File: config.mk
export PLATFORM = sky130hd
export DESIGN_NAME = ingress_frame_arbiter_flat
export DESIGN_NICKNAME = d
export VERILOG_FILES = /design/src/rtl/ingress_frame_arbiter_if.sv /design/src/rtl/ingress_frame_arbiter.sv /design/src/flat_wrapper.sv
export SDC_FILE = /design/constraint.sdc
export NUM_CORES = 1
export LEC_CHECK = 0
export CAP_MARGIN = 5
export CELL_PAD_IN_SITES_DETAIL_PLACEMENT = 2
export CELL_PAD_IN_SITES_GLOBAL_PLACEMENT = 2
export CORE_ASPECT_RATIO = 0.8
export CORE_MARGIN = 5
export CORE_UTILIZATION = 25
export CTS_BUF_LIST = sky130_fd_sc_hd__clkbuf_16
export DETAILED_ROUTE_END_ITERATION = 7
export GPL_TIMING_DRIVEN = 0
export PLACE_DENSITY_LB_ADDON = 0.25
export SETUP_SLACK_MARGIN = 0.02
export SYNTH_ARGS = -nofsm -noshare
export SYNTH_HDL_FRONTEND = slang
export SYNTH_SLANG_ARGS = --single-unit
File: constraint.sdc
create_clock -name clk -period 1.95 [get_ports clk]
set_input_delay 0.2925 -clock clk [delete_from_list [all_inputs] [get_ports clk]]
set_output_delay 0.2925 -clock clk [all_outputs]
set_load 0.01 [all_outputs]
File: src/rtl/ingress_frame_arbiter_if.sv
// Bus bundle for ingress_frame_arbiter: Avalon-MM register port, upstream AXI-Stream sources
// and the single egress stream toward frame_receptor.
interface ingress_frame_arbiter_if #(
    parameter int unsigned NUM_PORTS  = 4,
    parameter int unsigned DATA_WIDTH = 16
) ();
    logic [7:0]                      writedata;
    logic                            write;
    logic                            chipselect;
    logic [7:0]                      address;
    logic                            read;
    logic [7:0]                      readdata;

    logic [NUM_PORTS*DATA_WIDTH-1:0] src_tdata;
    logic [NUM_PORTS-1:0]            src_tvalid;
    logic [NUM_PORTS-1:0]            src_tready;
    logic [NUM_PORTS-1:0]            src_tlast;

    logic [DATA_WIDTH-1:0]           egress_port_tdata;
    logic                            egress_port_tvalid;
    logic                            egress_port_tready;
    logic                            egress_port_tlast;

    // Arbiter side.
    modport slave (
        input  writedata, write, chipselect, address, read,
        output readdata,
        input  src_tdata, src_tvalid, src_tlast,
        output src_tready,
        output egress_port_tdata, egress_port_tvalid, egress_port_tlast,
        input  egress_port_tready
    );

    // Host / sources / sink side.
    modport master (
        output writedata, write, chipselect, address, read,
        input  readdata,
        output src_tdata, src_tvalid, src_tlast,
        input  src_tready,
        input  egress_port_tdata, egress_port_tvalid, egress_port_tlast,
        output egress_port_tready
    );
endinterface

File: src/rtl/ingress_frame_arbiter.sv
// Frame-granular round-robin arbiter sharing one AXI-Stream egress between NUM_PORTS sources,
// with an Avalon-MM register port for the enable mask, grant status and per-port frame counters.
module ingress_frame_arbiter #(
    parameter int unsigned NUM_PORTS  = 4,
    parameter int unsigned DATA_WIDTH = 16
) (
    input logic                    clk,
    input logic                    reset,
    ingress_frame_arbiter_if.slave bus
);
    localparam int unsigned IDX_W         = (NUM_PORTS > 1) ? $clog2(NUM_PORTS) : 1;
    localparam logic [7:0]  MASK_VALID    = 8'((1 << NUM_PORTS) - 1);
    localparam logic [7:0]  ADDR_MASK     = 8'd0;
    localparam logic [7:0]  ADDR_STATUS   = 8'd1;
    localparam logic [7:0]  ADDR_CNT_BASE = 8'd2;
    localparam logic [7:0]  ADDR_CLEAR    = 8'd16;

    typedef enum logic {StIdle, StActive} state_e;

    state_e           r_state;
    logic [IDX_W-1:0] r_gnt;
    logic [IDX_W-1:0] r_last_grant;
    logic [7:0]       r_mask;
    logic [7:0]       r_cnt [NUM_PORTS];
    logic [7:0]       r_readdata;

    logic [NUM_PORTS-1:0]  w_req;
    logic [IDX_W-1:0]      w_pick;
    logic [IDX_W-1:0]      w_idx;
    logic                  w_active;
    logic                  w_gnt_valid;
    logic                  w_gnt_last;
    logic                  w_frame_end;
    logic                  w_reg_wr;
    logic                  w_reg_rd;
    logic                  w_clear;
    logic [2:0]            w_gnt3;
    logic [7:0]            w_rdata;
    logic [DATA_WIDTH-1:0] w_src_data [NUM_PORTS];
    logic [NUM_PORTS-1:0]  w_src_tready;
    logic [DATA_WIDTH-1:0] w_eg_tdata;
    logic                  w_eg_tvalid;
    logic                  w_eg_tlast;

    assign w_active    = (r_state == StActive);
    assign w_req       = bus.src_tvalid & r_mask[NUM_PORTS-1:0];
    assign w_gnt_valid = bus.src_tvalid[r_gnt];
    assign w_gnt_last  = bus.src_tlast[r_gnt];
    assign w_frame_end = w_active & w_gnt_valid & bus.egress_port_tready & w_gnt_last;
    assign w_reg_wr    = bus.chipselect & bus.write;
    assign w_reg_rd    = bus.chipselect & bus.read;
    assign w_clear     = w_reg_wr && (bus.address == ADDR_CLEAR);
    assign w_gnt3      = w_active ? 3'(r_gnt) : 3'b000;

    always_comb begin
        for (int i = 0; i < NUM_PORTS; i++) begin
            w_src_data[i] = bus.src_tdata[i*DATA_WIDTH +: DATA_WIDTH];
        end
    end

    // Walk offsets from the far end down so the nearest requester after last_grant wins.
    always_comb begin
        w_pick = r_last_grant;
        w_idx  = '0;
        for (int k = NUM_PORTS; k >= 1; k--) begin
            w_idx = IDX_W'((int'(r_last_grant) + k) % NUM_PORTS);
            if (w_req[w_idx]) begin
                w_pick = w_idx;
            end
        end
    end

    always_comb begin
        w_src_tready = '0;
        w_eg_tvalid  = 1'b0;
        w_eg_tlast   = 1'b0;
        w_eg_tdata   = '0;
        if (w_active) begin
            w_src_tready[r_gnt] = bus.egress_port_tready;
            w_eg_tvalid         = w_gnt_valid;
            w_eg_tlast          = w_gnt_last;
            if (w_gnt_valid) begin
                w_eg_tdata = w_src_data[r_gnt];
            end
        end
    end

    always_comb begin
        w_rdata = 8'd0;
        if (bus.address == ADDR_MASK) begin
            w_rdata = r_mask;
        end else if (bus.address == ADDR_STATUS) begin
            w_rdata = {w_active, 4'b0000, w_gnt3};
        end
        for (int i = 0; i < NUM_PORTS; i++) begin
            if (bus.address == ADDR_CNT_BASE + 8'(i)) begin
                w_rdata = r_cnt[i];
            end
        end
    end

    always_ff @(posedge clk or posedge reset) begin
        if (reset) begin
            r_state      <= StIdle;
            r_gnt        <= '0;
            r_last_grant <= IDX_W'(NUM_PORTS - 1);
            r_mask       <= MASK_VALID;
            r_readdata   <= 8'd0;
            for (int i = 0; i < NUM_PORTS; i++) begin
                r_cnt[i] <= 8'd0;
            end
        end else begin
            case (r_state)
                StIdle: begin
                    if (|w_req) begin
                        r_gnt   <= w_pick;
                        r_state <= StActive;
                    end
                end
                StActive: begin
                    // Return to idle for one bubble cycle between frames.
                    if (w_frame_end) begin
                        r_last_grant <= r_gnt;
                        r_state      <= StIdle;
                    end
                end
                default: r_state <= StIdle;
            endcase

            if (w_reg_wr && (bus.address == ADDR_MASK)) begin
                r_mask <= bus.writedata & MASK_VALID;
            end

            // A clear in the same cycle as a frame end wins over the increment.
            for (int i = 0; i < NUM_PORTS; i++) begin
                if (w_clear) begin
                    r_cnt[i] <= 8'd0;
                end else if (w_frame_end && (r_gnt == IDX_W'(i))) begin
                    r_cnt[i] <= r_cnt[i] + 8'd1;
                end
            end

            r_readdata <= w_reg_rd ? w_rdata : 8'd0;
        end
    end

    assign bus.readdata           = r_readdata;
    assign bus.src_tready         = w_src_tready;
    assign bus.egress_port_tdata  = w_eg_tdata;
    assign bus.egress_port_tvalid = w_eg_tvalid;
    assign bus.egress_port_tlast  = w_eg_tlast;
endmodule

File: src/flat_wrapper.sv
// flat-port wrapper written by rule: the top's interface ports become plain ports
module ingress_frame_arbiter_flat 
#(
    parameter int unsigned NUM_PORTS  = 4,
    parameter int unsigned DATA_WIDTH = 16
)
  (clk, reset, bus_writedata, bus_write, bus_chipselect, bus_address, bus_read, bus_readdata, bus_src_tdata, bus_src_tvalid, bus_src_tlast, bus_src_tready, bus_egress_port_tdata, bus_egress_port_tvalid, bus_egress_port_tlast, bus_egress_port_tready);
  ingress_frame_arbiter_if #(.NUM_PORTS(NUM_PORTS), .DATA_WIDTH(DATA_WIDTH)) bus_i ();
  input logic clk;
  input logic reset;
  input wire logic [$bits(bus_i.writedata)-1:0] bus_writedata;
  input wire logic [$bits(bus_i.write)-1:0] bus_write;
  input wire logic [$bits(bus_i.chipselect)-1:0] bus_chipselect;
  input wire logic [$bits(bus_i.address)-1:0] bus_address;
  input wire logic [$bits(bus_i.read)-1:0] bus_read;
  output wire logic [$bits(bus_i.readdata)-1:0] bus_readdata;
  input wire logic [$bits(bus_i.src_tdata)-1:0] bus_src_tdata;
  input wire logic [$bits(bus_i.src_tvalid)-1:0] bus_src_tvalid;
  input wire logic [$bits(bus_i.src_tlast)-1:0] bus_src_tlast;
  output wire logic [$bits(bus_i.src_tready)-1:0] bus_src_tready;
  output wire logic [$bits(bus_i.egress_port_tdata)-1:0] bus_egress_port_tdata;
  output wire logic [$bits(bus_i.egress_port_tvalid)-1:0] bus_egress_port_tvalid;
  output wire logic [$bits(bus_i.egress_port_tlast)-1:0] bus_egress_port_tlast;
  input wire logic [$bits(bus_i.egress_port_tready)-1:0] bus_egress_port_tready;
  assign bus_i.writedata = bus_writedata;
  assign bus_i.write = bus_write;
  assign bus_i.chipselect = bus_chipselect;
  assign bus_i.address = bus_address;
  assign bus_i.read = bus_read;
  assign bus_readdata = bus_i.readdata;
  assign bus_i.src_tdata = bus_src_tdata;
  assign bus_i.src_tvalid = bus_src_tvalid;
  assign bus_i.src_tlast = bus_src_tlast;
  assign bus_src_tready = bus_i.src_tready;
  assign bus_egress_port_tdata = bus_i.egress_port_tdata;
  assign bus_egress_port_tvalid = bus_i.egress_port_tvalid;
  assign bus_egress_port_tlast = bus_i.egress_port_tlast;
  assign bus_i.egress_port_tready = bus_egress_port_tready;
  ingress_frame_arbiter #(.NUM_PORTS(NUM_PORTS), .DATA_WIDTH(DATA_WIDTH)) u_core (.clk(clk), .reset(reset), .bus(bus_i));
endmodule
==> impl_metrics.csv, run 1 <==
group,metric,value,unit
outcome,status,"finished, violations left",
outcome,violations,"setup timing",
sta,setup_slack,-0.224,ns
route,highest_layer,"met4",
route,routed_wl,14000,um
cells_and_area,design_area,5290,um2
cells_and_area,final_common_cell,"clkdlybuf4s50_1",
route,drc_errors,0,
route,routed-wl-met2,7130,um
clock_tree,clk_pin_slew,0.07,ns
sta,setup_viol,18,
synthesis,netlist_area,3370,um2
synthesis,async_flop_share,100,%
synthesis,yosysSeqAreaShare,36.6,%
pwr,p_int,2.62,mW
pwr,power.total,3.92,mW
floorplan,initial_utilization,25.2,%
sta,drv_slew,0,
critical_path,crit_family,"multiplexers",
synthesis,ys.flop_type,"dfrtp_1",
critical_path,crit_chain,"mux4_2 > buf_6 > clkbuf_16 > and3_4 > buf_6",
critical_path,critPathCaptureType,"primary output",
placement,portBuffers,119,
pwr,clock_power_share,21.7,%
critical_path,worstRegToRegCells,5,
route,drt-initial-drc-count,117,
clock_tree,clk_path_buf_depth,2,
floorplan,dieHeight,114,um
clock_tree,ctsHoldBuffers,0,
route,wl_met1,6390,um
route,dr.pass1.iters,4,
floorplan,coreArea,13400,um2
pwr,power_switching,1.30,mW
pwr,sw_frac_of_total,33.1,%
sta,maxSlewHeadroom,66.7,%
pwr,pwr-share-seq,30.4,%
synthesis,yosysWarnings,0,
pwr,comb_power_share,47.8,%
cells_and_area,final_layout_size_suffix_gt1_share,28.1,%
clock_tree,cts_sinks,49,
critical_path,crit_buf_inv,3,
pwr,powerDensity,741,nW/um2
clock_tree,clock_latency,0.30,ns
critical_path,criticalPathCategory,"reg2out",
synthesis,synth_edf_count,0,
clock_tree,cts_made_buffers,5,
sta,post-route-period-util,111,%
critical_path,startpoint_type,"flop",
sta,fmax,460,MHz
critical_path,worstReg2RegStart,"u_core.r_gnt[0]",
global_route,grt_pass1_vias,3756,
floorplan,dieArea,15900,um2
sta,hold_viol,0,
route,antenna_left,0,
clock_tree,h-tree-depth,2,
critical_path,max_stage_delay,0.57,ns
floorplan,ios,124,
sta,holdWs,0.278,ns
critical_path,crit_fanout,5,
cells_and_area,nNetsFinal,567,
sta,worstMarginPinSlew,0.499,ns
route,wl_met3,333,um
pwr,irDropWorstVdd,0.304,mV
placement,post-dp-hpwl,10900,um
global_route,grt_pass1_wl,22200,um
critical_path,crit_top_cell,"buf_6",
cells_and_area,fill_cells,1419,
placement,dpl_cell_area,4800,um2
clock_tree,root_buffer,"clkbuf_16",
synthesis,syn-num-nets,430,
sta,tns,-3.15,ns
hold_path,hold_path.class,"in2async",
critical_path,crit_required,1.66,ns
critical_path,slowest_stage,"mux4_2",
synthesis,synth.distinct_cells,53,
floorplan,dieWidth,140,um
global_route,antenna_found_initial,1,
floorplan,row_count,38,
cells_and_area,final_cell_mix,"clkdlybuf4s50_1 (92), dfrtp_1 (41), nor2_1 (36)",
sta,period_minus_slack,2.17,ns
synthesis,ys_seq_elements,49,
sta,rsz0062_at_grt,"true",
critical_path,r2r_slack,0.10,ns
route,dr_total_vias,3332,
critical_path,arrival,1.88,ns
synthesis,synthCells,332,
sta,worst_clock_skew,0.00564,ns
placement,place_congestion,0.763,
route,wl_per_cell,21.6,um
synthesis,synth.avg_cell_area,10.1,um2
cells_and_area,area_growth,57.1,%
global_route,overflow,0,
placement,dp_slack,-1.02,ns
route,via_per_inst,5.13,
global_route,track_usage,17.8,%
global_route,grt_max_degree,37,
pwr,leakage,2.09,nW
critical_path,r2r-end,"u_core.r_last_grant[1]",
job,cap_violations,0,
clock_tree,cts_tree,"done",
registers in the layout, indices dropped and copies added, names as in the netlist:
register and flops:
u_core.r_state 1, u_core.r_gnt 2, u_core.r_mask 4, u_core.r_last_grant 2, u_core.r_cnt 32, u_core.bus.readdata 8
kinds of logic (layout without fill, tap and decap cells):
logic type	count (synthesis)	count (layout)	share of synthesized area (%)
AND/OR/NAND/NOR	145	145	23.8
AO/OA/AOI/OAI	49	49	9.81
flip-flops	49	49	36.6
multiplexers	38	38	19.4
buffers and inverters	27	164	3.68
XOR/XNOR	20	20	5.20
adder cells (fa/ha/maj)	4	4	1.49
other	0	1	0
what timing repair did:
action                                  CTS  global route
pin swaps                                13             6
gates resized for setup                 136            47
setup buffers                             8             3
endpoints found under the setup margin   64            60
gates cloned                              2             0
through the flow:
step / std cells / util (%)
3_3_place_gp: 631 / 35.8
2_1_floorplan: 332 / -
4_1_cts: 648 / 38.6
5_1_grt: 650 / 39.6
6_report: 650 / 39.6
3_5_place_dp: 632 / 36.0
power groups by stage:
stage | combinational [mW] | clock, mW | sequential (mW)
6_report | 1.87 | 0.851 | 1.19
5_1_grt | 2.02 | 0.927 | 1.20
4_1_cts | 1.84 | 0.879 | 1.19
3_5_place_dp | 1.45 | 0 | 1.20
3_3_place_gp | 1.41 | 0 | 1.19
2_1_floorplan | 0.832 | 0 | 1.17
worst max path at each step:
stage | startpoint | end | slack, ns | cells past startpoint
global route | u_core.r_gnt[0] | bus_egress_port_tdata[2] | -0.30 | 6
CTS | u_core.r_gnt[0] | bus_egress_port_tdata[14] | -0.24 | 6
floorplan | u_core.r_gnt[0] | bus_egress_port_tdata[10] | 0.16 | 4
detailed placement | bus_src_tvalid[1] | bus_egress_port_tdata[13] | -1.02 | 5
finish | u_core.r_gnt[0] | bus_egress_port_tdata[13] | -0.22 | 5
global placement | bus_src_tvalid[1] | bus_egress_port_tdata[9] | -0.97 | 5
per-layer routing:
layer | global-route usage (%) | vias up
li1 | - | 1526
met5 | 0 | -
met1 | 24.0 | 1753
met3 | 2.64 | 13
met4 | 3.42 | 0
met2 | 30.9 | 40
layout make-up:
class                   instances  area, um2  area share (%)
inverters                       9       33.8           0.639
diodes                          1       2.50          0.0473
multi-input cells             256       2170            41.0
well taps                     180        225            4.26
clock buffers                   5        125            2.37
plain buffers                  17        149            2.81
clock inverters                 2       7.51           0.142
flip-flops and latches         49       1240            23.4
repair buffers                131       1340            25.3
synthesized netlist by cell type, types with 5 or more instances:
| library cell | number | area, um2 |
|---|---|---|
| nand4_1 | 9 | 56.3 |
| a21oi_1 | 13 | 65.1 |
| buf_2 | 6 | 30.0 |
| mux4_2 | 14 | 315 |
| mux2i_1 | 7 | 70.1 |
| o21ai_0 | 10 | 50.1 |
| nand3_1 | 11 | 55.1 |
| dfrtp_1 | 43 | 1080 |
| nor3_1 | 5 | 25.0 |
| inv_1 | 9 | 33.8 |
| nand2_1 | 22 | 82.6 |
| and2_1 | 7 | 43.8 |
| and3_1 | 17 | 106 |
| nor2_1 | 38 | 143 |
| mux4_1 | 5 | 131 |
| nor4_1 | 9 | 56.3 |
| xnor2_1 | 18 | 158 |
| clkbuf_1 | 9 | 33.8 |
| mux2_2 | 12 | 135 |
| dfstp_2 | 6 | 158 |
(Power assumes the default switching activity.)
==> run 2, diff against run 1 <==
--- a/config.mk
+++ b/config.mk
@@ -5,12 +5,12 @@
 export SDC_FILE = /design/constraint.sdc
 export NUM_CORES = 1
 export LEC_CHECK = 0
-export CAP_MARGIN = 5
+export CAP_MARGIN = 25
 export CELL_PAD_IN_SITES_DETAIL_PLACEMENT = 2
 export CELL_PAD_IN_SITES_GLOBAL_PLACEMENT = 2
 export CORE_ASPECT_RATIO = 0.8
 export CORE_MARGIN = 5
-export CORE_UTILIZATION = 25
+export CORE_UTILIZATION = 27
 export CTS_BUF_LIST = sky130_fd_sc_hd__clkbuf_16
 export DETAILED_ROUTE_END_ITERATION = 7
 export GPL_TIMING_DRIVEN = 0
==> run 2 against run 1 <==
Effect of this change: critical path type unchanged; clock skew is 0.0082 ns higher; setup slack lost 0.010 ns; largest cell class unchanged; global-route usage up 1.4 points; routed wire length up 2.3%; largest power group unchanged; sequential share of layout area decreased by 0.46 points; flip-flop and latch count stayed put; die area decreased by 6.8%; the run still ends with setup timing left; critical path depth unchanged; via count shrank 0.33%.
==> impl_metrics.csv, run 2 (synthesis gave the netlist of run 1 again) <==
group,metric,value,unit
route,dr.pass1.iters,4,
cells_and_area,final_cell_mix,"clkdlybuf4s50_1 (93), dfrtp_1 (41), nor2_1 (36)",
critical_path,crit_required,1.66,ns
global_route,grt_pass1_vias,3759,
pwr,leakage,2.15,nW
route,dr_total_vias,3321,
sta,worst_clock_skew,0.0138,ns
outcome,violations,"setup timing",
sta,hold_viol,0,
placement,portBuffers,119,
placement,post-dp-hpwl,10800,um
hold_path,hold_path.class,"in2async",
clock_tree,clk_pin_slew,0.07,ns
cells_and_area,final_layout_size_suffix_gt1_share,30.1,%
sta,setup_viol,19,
cells_and_area,final_common_cell,"clkdlybuf4s50_1",
clock_tree,cts_sinks,49,
global_route,grt_max_degree,29,
floorplan,coreArea,12200,um2
cells_and_area,n_antenna_cell,0,
route,via_per_inst,5.11,
global_route,track_usage,19.2,%
route,routed_wl,14300,um
route,wl_per_cell,22.1,um
cells_and_area,design_area,5400,um2
sta,tns,-3.84,ns
clock_tree,h-tree-depth,2,
floorplan,row_count,36,
clock_tree,ctsHoldBuffers,0,
placement,dpl_cell_area,4800,um2
sta,setup_slack,-0.234,ns
route,drc_errors,0,
pwr,irDropWorstVdd,0.319,mV
critical_path,criticalPathCategory,"reg2out",
outcome,status,"finished, violations left",
pwr,powerDensity,759,nW/um2
critical_path,crit_fanout,8,
route,antenna_left,0,
clock_tree,cts_tree,"done",
sta,post-route-period-util,112,%
sta,fmax,458,MHz
sta,period_minus_slack,2.18,ns
sta,holdWs,0.404,ns
floorplan,dieHeight,110,um
cells_and_area,fin_util,44.2,%
sta,rsz0062_at_grt,"true",
floorplan,dieWidth,135,um
floorplan,dieArea,14800,um2
route,drt-initial-drc-count,134,
global_route,grt_pass1_wl,21800,um
clock_tree,root_buffer,"clkbuf_16",
clock_tree,clock_latency,0.30,ns
cells_and_area,top_register,"u_core.r_cnt",
cells_and_area,area_growth,60.2,%
sta,maxSlewHeadroom,57.0,%
job,cap_violations,0,
global_route,antenna_found_initial,0,
placement,place_congestion,0.791,
sta,drv_slew,0,
cells_and_area,nNetsFinal,576,
clock_tree,cts_made_buffers,5,
critical_path,critPathCaptureType,"primary output",
critical_path,startpoint_type,"flop",
floorplan,initial_utilization,27.6,%
cells_and_area,largest_reg_flops,32,
sta,worstMarginPinSlew,0.644,ns
global_route,overflow,0,
clock_tree,clk_path_buf_depth,2,
floorplan,ios,124,
critical_path,arrival,1.89,ns
[run 2: cell count changes in the layout (fill, tap and decap cells not counted), moves of 2 or more]
cell	delta
dlygate4sd2_1	-3
a21oi_1	-2
buf_16	+2
buf_12	-2
a21oi_2	+2
buf_4	+6
buf_2	+2
clkbuf_4	-2
nor4_2	+2
buf_6	+5
[run 2: critical path: stages (launching register included)]
cell and delay [ns]:
dfrtp_2 0.44, buf_6 0.12, mux4_2 0.56, buf_6 0.18
and3_4 0.17, buf_6 0.12
[run 2: cell type report]
class                      instances  area (um2)
clock buffer                       5         125
timing repair buffer             139        1410
inverter                           9        33.8
multi-input combinational        256        2200
sequential                        49        1240
clock inverter                     3        15.0
tap                              171         214
buffer                            18         164
fill                            1284        6810
[run 2: final timing paths]
| check | startpoint | to | slack (ns) | depth (start not counted) |
|---|---|---|---|---|
| worst min register to register | u_core.r_cnt[31] | u_core.r_cnt[31] | 0.57 | 2 |
| worst max-delay path | u_core.r_gnt[0] | bus_egress_port_tdata[3] | -0.23 | 5 |
| min in group clk | u_core.r_cnt[31] | u_core.r_cnt[31] | 0.57 | 2 |
| worst max register to register | u_core.r_gnt[0] | u_core.r_last_grant[1] | -0.02 | 6 |
| max in group asynchronous | reset | u_core.r_mask[0] | 0.93 | 3 |
| worst min-delay path | reset | u_core.r_cnt[29] | 0.40 | 2 |
[run 2: metal layers]
layer,wire length (um),vias to the layer above,GRT usage [%],part of all wire [%]
met5,0,-,0,0
met4,102,0,2.91,0.71
met3,216,10,2.56,1.5
met2,7480,26,34.8,52
met1,6540,1744,25.1,46
li1,-,1541,-,-
[run 2: power by group]
part           total, mW  internal, mW  switching, mW
combinational       2.04          1.17          0.871
clock              0.857         0.467          0.389
sequential          1.20          1.09          0.101
total               4.09          2.73           1.36
[run 2: what timing repair did]
| item | CTS | global route |
|---|---|---|
| resized for setup | 126 | 69 |
| cloned | 2 | 0 |
| buffers inserted | 9 | 8 |
| pin swaps | 0 | 15 |
| setup endpoints to repair | 56 | 59 |
[run 2: stage by stage]
step                cells  power [mW]  worst slack [ns]
CTS                   642        3.85            -0.204
global placement      622        2.59            -0.979
global route          650        4.31            -0.287
detailed placement    623        2.64             -1.02
finish                650        4.09            -0.234
floorplan             332        2.00             0.157
